## src/rtl/complex_delay_line.sv

```systemverilog
// complex_delay_line: multi-lane delay line for packed complex elements
// (real part in the upper half of each element, imaginary part in the lower half).
// The tap depth is selected at runtime through delay_sel.
// Each stage carries a valid bit that is shared by all lanes.
// Build option: define CDL_CONJ_EN to add the conj_sel input.
// When conj_sel is high, the imaginary half of every output lane is negated.
//
// Valid semantics: din_valid qualifies din for all lanes.
// On an enabled edge the (din, din_valid) pair enters stage 0.
// Data moves regardless of its valid bit, and nothing ever back-pressures the input.
// dout_valid is the valid bit of the selected tap.
module complex_delay_line #(
  parameter int ELEMENT_SIZE = 16,
  parameter int CHANNELS     = 4,
  parameter int MAX_STAGES   = 8,
  parameter int SEL_WIDTH    = 4
) (
  input  logic                             clk,
  input  logic                             reset_n,
  input  logic                             enable,
  input  logic                             flush,
  input  logic [SEL_WIDTH-1:0]             delay_sel,
`ifdef CDL_CONJ_EN
  input  logic                             conj_sel,
`endif
  input  logic [CHANNELS*ELEMENT_SIZE-1:0] din,
  input  logic                             din_valid,
  output logic [CHANNELS*ELEMENT_SIZE-1:0] dout,
  output logic                             dout_valid,
  output logic [SEL_WIDTH-1:0]             fill_count,
  output logic                             sel_err
);

  localparam int DATA_W = CHANNELS * ELEMENT_SIZE;
  localparam int HALF   = ELEMENT_SIZE / 2;
  localparam logic [SEL_WIDTH-1:0] MAX_SEL = SEL_WIDTH'(MAX_STAGES);

  logic [DATA_W-1:0]     stage_data [MAX_STAGES];
  logic [MAX_STAGES-1:0] stage_valid;
  logic                  sel_err_q;
  logic                  sel_bad;
  logic [SEL_WIDTH-1:0]  tap;
  logic [DATA_W-1:0]     tap_data;
  logic                  tap_valid;
  logic [SEL_WIDTH-1:0]  fill;

  // Clamp the requested delay to 1..MAX_STAGES and turn it into a stage index.
  always_comb begin
    sel_bad = (delay_sel == '0) || (delay_sel > MAX_SEL);
    if (delay_sel == '0) begin
      tap = '0;
    end else if (delay_sel > MAX_SEL) begin
      tap = MAX_SEL - SEL_WIDTH'(1);
    end else begin
      tap = delay_sel - SEL_WIDTH'(1);
    end
  end

  // Shift register. Flush has priority over enable, and data is never gated by valid.
  always_ff @(posedge clk or negedge reset_n) begin
    if (!reset_n) begin
      for (int i = 0; i < MAX_STAGES; i++) stage_data[i] <= '0;
      stage_valid <= '0;
    end else if (flush) begin
      for (int i = 0; i < MAX_STAGES; i++) stage_data[i] <= '0;
      stage_valid <= '0;
    end else if (enable) begin
      stage_data[0] <= din;
      for (int i = 1; i < MAX_STAGES; i++) stage_data[i] <= stage_data[i-1];
      stage_valid <= {stage_valid[MAX_STAGES-2:0], din_valid};
    end
  end

  // Sticky range error. It is only sampled on enabled cycles, and flush clears it.
  always_ff @(posedge clk or negedge reset_n) begin
    if (!reset_n) begin
      sel_err_q <= 1'b0;
    end else if (flush) begin
      sel_err_q <= 1'b0;
    end else if (enable && sel_bad) begin
      sel_err_q <= 1'b1;
    end
  end

  // Tap multiplexer, plus a count of the valid bits in stages 0..tap.
  always_comb begin
    tap_data  = '0;
    tap_valid = 1'b0;
    fill      = '0;
    for (int i = 0; i < MAX_STAGES; i++) begin
      if (tap == SEL_WIDTH'(i)) begin
        tap_data  = stage_data[i];
        tap_valid = stage_valid[i];
      end
      if ((SEL_WIDTH'(i) <= tap) && stage_valid[i]) begin
        fill = fill + SEL_WIDTH'(1);
      end
    end
  end

`ifdef CDL_CONJ_EN
  // Optional conjugate: the imaginary half is negated modulo 2**HALF; stored data is untouched.
  always_comb begin
    dout = tap_data;
    if (conj_sel) begin
      for (int k = 0; k < CHANNELS; k++) begin
        dout[k*ELEMENT_SIZE +: HALF] = ~tap_data[k*ELEMENT_SIZE +: HALF] + HALF'(1);
      end
    end
  end
`else
  assign dout = tap_data;
`endif

  assign dout_valid = tap_valid;
  assign fill_count = fill;
  assign sel_err    = sel_err_q;

endmodule

```

## config.mk

```make
export PLATFORM = sky130hd
export DESIGN_NAME = complex_delay_line
export DESIGN_NICKNAME = d
export VERILOG_FILES = /design/src/rtl/complex_delay_line.sv
export SDC_FILE = /design/constraint.sdc
export NUM_CORES = 1
export LEC_CHECK = 0
export ABC_AREA = 1
export CAP_MARGIN = 30
export CORE_MARGIN = 4
export CORE_UTILIZATION = 40
export CTS_CLUSTER_SIZE = 24
export DETAILED_ROUTE_END_ITERATION = 10
export PLACE_DENSITY = 0.67
export SLEW_MARGIN = 10
export SYNTH_ARGS = -nofsm -noshare
export SYNTH_HDL_FRONTEND = slang
export SYNTH_SLANG_ARGS = --single-unit
export TNS_END_PERCENT = 30
```

## constraint.sdc

```tcl
create_clock -name clk -period 4.6 [get_ports clk]
set_input_delay 0.46 -clock clk [delete_from_list [all_inputs] [get_ports clk]]
set_output_delay 0.46 -clock clk [all_outputs]
set_load 0.02 [all_outputs]
```

## Yosys cells after proc, flatten, opt, wreduce, memory -nomap -nowiden

Index checks and enable logic that the tools add are counted.

- Register bits after elaboration: 521
- Bits of input ports: 73

- Reductions and logical operators: 14
- $lt $le $gt $ge: 9
- Equal/unequal tests: 7
- Muxes and demuxes: 32
- Add/sub/neg operators: 8

Operators by type and width:

| kind | number |
|---|---|
| 512-bit 2-to-1 mux | 2 |
| 64-bit 2-to-1 mux | 8 |
| 4-bit 2-to-1 mux | 9 |
| 4-bit by 1-bit adder with 4-bit output, second input constant | 7 |
| 4-bit by 3-bit equality test with 1-bit output, second input constant | 4 |
| 3-bit by 4-bit less-or-equal comparator with 1-bit output, first input constant | 4 |
| 8-bit 2-to-1 mux | 2 |
| 1-bit 2-to-1 mux | 11 |
| 1-bit logical AND | 9 |
| 4-bit by 2-bit equality test with 1-bit output, second input constant | 2 |
| 1-bit by 4-bit less-or-equal comparator with 1-bit output, first input constant | 2 |
| 2-bit by 4-bit less-or-equal comparator with 1-bit output, first input constant | 2 |
| 4-bit logical NOT | 2 |
| 4-bit by 1-bit equality test with 1-bit output, second input constant | 1 |
| 4-bit greater-than comparator, second input constant | 1 |
| 2-bit nonzero test | 2 |
| 4-bit by 1-bit subtractor with 4-bit output, second input constant | 1 |
| 1-bit logical OR | 1 |

## Logic depth before layout (Yosys ltp)

- Word-level depth: 20
- Mapped depth: 36
- Mapped depth without buffers: 34

## Least setup slack after synthesis

Ideal clock, no wire load.

- Path type: input-to-output
- From: in delay_sel[0]
- To: out fill_count[2]
- Stages on the path: 30
- Arrival: 4.523 ns
- Slack: -0.383 ns
- Path buffers: 2
- Cell sequence: inv_1 > ha_1 > nand2_1 > nand2_1 > nand3_2 > nand2_1 > inv_2 > nand2_1 > buf_2 > buf_1 > nand2_1 > ha_1 > inv_1 > nand3_2 > nand2_4 > inv_2 > ha_1 > or2_2 > nand2_1 > nand2_1 > nand3_1 > nand3_1 > nand2_1 > inv_1 > ha_1 > nand2_1 > nand2_1 > ha_1 > nand2_1 > xor2_1

- Cells in the longest elaborated chain, start to end: 20
- Elaborated cells between the ends (all ways): 36

RTL lines:

| item | line | RTL |
|---|---|---|
| from (decl) | 22 | `input logic [SEL_WIDTH-1:0] delay_sel,` |
| 4-bit by 1-bit subtractor with 4-bit output or 4-bit greater-than comparator (tied branches) | 55, 52 |  |
| 4-bit 2-to-1 mux | 52 | `end else if (delay_sel > MAX_SEL) begin` |
| 4-bit 2-to-1 mux (*) | 50 | `if (delay_sel == '0) begin` |
| 1-bit by 4-bit less-or-equal comparator with 1-bit output | 95 | `if ((SEL_WIDTH'(i) <= tap) && stage_valid[i]) begin` |
| 1-bit logical AND | 95 |  |
| 1-bit 2-to-1 mux | 95 |  |
| 4-bit by 1-bit adder with 4-bit output | 96 | `fill = fill + SEL_WIDTH'(1);` |
| 4-bit 2-to-1 mux | 95 |  |
| [4 not listed] | n/a |  |
| 4-bit by 1-bit adder with 4-bit output | 96 |  |
| 4-bit 2-to-1 mux | 95 |  |
| 4-bit by 1-bit adder with 4-bit output | 96 |  |
| 4-bit 2-to-1 mux | 95 |  |
| 4-bit by 1-bit adder with 4-bit output | 96 |  |
| 4-bit 2-to-1 mux | 95 |  |
| 4-bit by 1-bit adder with 4-bit output | 96 |  |
| 4-bit 2-to-1 mux (*) | 95 |  |
| to (decl) | 30 | `output logic [SEL_WIDTH-1:0] fill_count,` |

Every way passes the cells marked *; elsewhere a longest branch is shown, timed or not.

## Final worst setup path

- From: in delay_sel[1]
- To: out fill_count[2]

Same word-level chain as after synthesis.

==> impl_metrics.env <==
export IMPL_path_max_fanout=4
export IMPL_grt_max_degree=230
export IMPL_synth_nets=2887
export IMPL_clock_skew_ns=0.00887
export IMPL_holdCritPathClass="primary input to asynchronous set/reset pin"
export IMPL_async_reset_ff_frac=1.00
export IMPL_dp_hpwl_mm=39.1
export IMPL_pwr_density_cell_nw_per_um2=350
export IMPL_startpoint_type="primary input"
export IMPL_cts_made_buffers=51
export IMPL_fill_cells=5373
export IMPL_wl_per_cell_um=18.5
export IMPL_drive_above_1_share=0.0945
export IMPL_peakVddDrop_mv=0.269
export IMPL_synth_area_um2=23700
export IMPL_htreeDepth=2
export IMPL_min_period_over_period=0.974
export IMPL_cts_buffer_depth=3
export IMPL_drc=0
export IMPL_arrival_ns=4.02
export IMPL_clk_latency_ns=0.59
export IMPL_final_cell_mix="713 x nand2_1, 521 x dfrtp_1, 447 x o21ai_0"
export IMPL_worstReg2RegStart="stage_valid[0]"
export IMPL_final_common_cell="nand2_1"
export IMPL_reg2reg_depth=2
export IMPL_finalSetupViolCount=0
export IMPL_area_delta_synth_final_pct=19.0
export IMPL_grt_pass1_vias=20300
export IMPL_gr_total_overflow=0
export IMPL_firstDrtPassIters=6
export IMPL_design_area_um2=28200
export IMPL_p_leak_nw=12.3
export IMPL_ioPinCount=143
export IMPL_dr_total_vias=21000
export IMPL_crit_type="primary input to primary output"
export IMPL_r2r_end="stage_valid[1]"
export IMPL_netlist_instances=2805
export IMPL_tritoncts="built"
export IMPL_r2r_setup_slack_ns=3.74
export IMPL_placed_cell_area_um2=26200
export IMPL_worstSetupEndpointType="primary output"
export IMPL_synth_cell_types=39
export IMPL_chipWidth_um=252
export IMPL_core_um2=58900
export IMPL_avgSynthCellArea_um2=8.46
export IMPL_drtIter0Drc=2412
export IMPL_num_rows=89
export IMPL_grt_pass1_wl_mm=110
export IMPL_routed_wl_mm=68.3
export IMPL_die_h_um=252
export IMPL_worst_slew_pin_slew_ns=1.24
export IMPL_worst_path_most_repeated_cell="nand2_1"
export IMPL_die_area_um2=63300
export IMPL_setup_tns_ns=0
export IMPL_cp_required_ns=4.14
export IMPL_synth_warning_count=0
export IMPL_ys_ff_latch=521
export IMPL_period_minus_slack_ns=4.48
export IMPL_num_nets_final=2964
export IMPL_avgViaCountPerCell=5.69
export IMPL_gp_congestion=0.844
export IMPL_antenna_found_initial=2
export IMPL_cp_slowest_stage_delay_ns=0.27
export IMPL_ys_seq_area_frac=0.549
export IMPL_cts_root_buffer="clkbuf_16"
export IMPL_p_total_mw=9.89
export IMPL_port_buffers=142
export IMPL_crit_slowest_cell="ha_4"
export IMPL_final_hold_viol_count=0
export IMPL_drtAntennaViolNets=0
export IMPL_slew_headroom=0.173
export IMPL_synth_edff_count=0
export IMPL_initial_utilization=0.403
export IMPL_path_clk_slew_ns=0.06
export IMPL_status="complete, no violations"
export IMPL_synth_main_ff_cell="dfrtp_1"
export IMPL_cts_num_sinks=521
export IMPL_utilization=0.480
export IMPL_finalMaxSlewViolations=0
export IMPL_max_freq_ghz=0.223
export IMPL_grt_usage=0.211
export IMPL_drv_cap=0
cell families (layout without fill, tap and decap cells):
family / count (synthesis) / after routing / synth area share
other: 0 / 2 / 0
adders and majority gates: 9 / 9 / 0.00474
xor gates and xnor gates: 1 / 1 / 0.000369
and+or+nand+nor: 1211 / 1211 / 0.223
buffers and inverters: 428 / 543 / 0.0678
DFF: 521 / 521 / 0.549
AOI/OAI and AO/OA: 635 / 635 / 0.154
per-layer routing:
layer,share of wire,vias up,track usage
li1,-,9657,-
met1,0.44,10400,0.296
met2,0.47,769,0.338
met3,0.061,146,0.0293
met4,0.033,0,0.0734
met5,0,-,0
metrics by stage:
| stage | hold slack, ns | worst slack, ns | cells |
|---|---|---|---|
| 4_1_cts | 0.437 | 0.0120 | 3685 |
| 2_1_floorplan | 0.164 | 0.0376 | 2805 |
| 3_3_place_gp | 0.453 | -0.989 | 3585 |
| 6_report | 0.447 | 0.120 | 3695 |
| 3_5_place_dp | 0.459 | -1.15 | 3585 |
| 5_1_grt | 0.467 | -0.0964 | 3694 |
critical path, delay by kind of cell:
family | cells | cell delay, ns
XOR/XNOR | 1 | 0.16
AND/OR/NAND/NOR | 20 | 1.77
buffers and inverters | 7 | 0.58
adder cells (fa/ha/maj) | 5 | 1.04
power breakdown:
group / internal [mW] / switching, mW
Clock: 2.58 / 1.79
Combinational: 0.232 / 0.605
Sequential: 4.65 / 0.0356
registers in the layout, indices dropped and copies added, names as in the netlist:
| register | cells |
|---|---|
| sel_err | 1 |
| stage_valid | 8 |
| stage_data | 512 |
cell usage after synthesis (3+ instances only):
master,instances,area [um^2]
nand3_1,364,1820
ha_1,9,113
nand2_1,727,2730
inv_2,11,41.3
o21ai_1,3,15.0
nand3_2,6,60.1
dfrtp_1,521,13000
o21ai_0,448,2240
o221ai_1,40,350
nor2_1,26,97.6
o31ai_1,29,218
clkbuf_1,177,664
o2111ai_1,3,26.3
nand4_1,63,394
a221o_1,7,70.1
a21oi_1,28,140
inv_1,196,736
buf_1,41,154
nand2_2,8,50.1
nand3b_1,4,30.0
o22ai_1,31,194
a221oi_1,40,350
cell type report:
| class | instances | area, um^2 | area share |
|---|---|---|---|
| diodes | 2 | 5.00 | 0.000177 |
| clock buffers | 77 | 1580 | 0.0558 |
| clock inverters | 14 | 174 | 0.00616 |
| inverters | 209 | 807 | 0.0286 |
| multi-input cells | 1856 | 9300 | 0.329 |
| flip-flops and latches | 521 | 13000 | 0.462 |
| well taps | 773 | 967 | 0.0342 |
| repair buffers | 243 | 2380 | 0.0843 |
how the worst max path moves through the flow:
stage / start / to / slack (ns) / cells after the start
after floorplan: delay_sel[0] / fill_count[3] / 0.04 / 35
after global placement: delay_sel[0] / fill_count[3] / -0.99 / 34
after detailed placement: delay_sel[0] / fill_count[2] / -1.15 / 32
after CTS: delay_sel[1] / fill_count[3] / 0.01 / 31
after global routing: delay_sel[1] / fill_count[2] / -0.1 / 31
final: delay_sel[1] / fill_count[2] / 0.12 / 33
timing repair:
action	CTS	global route
setup endpoints to repair	5	3
gates resized for setup	38	36
hold buffers	1	0
cloned	0	0
pin swaps	9	16
buffers inserted	8	7
hold endpoints to repair	85	0
No activity file was read; power rests on OpenSTA's default activity.
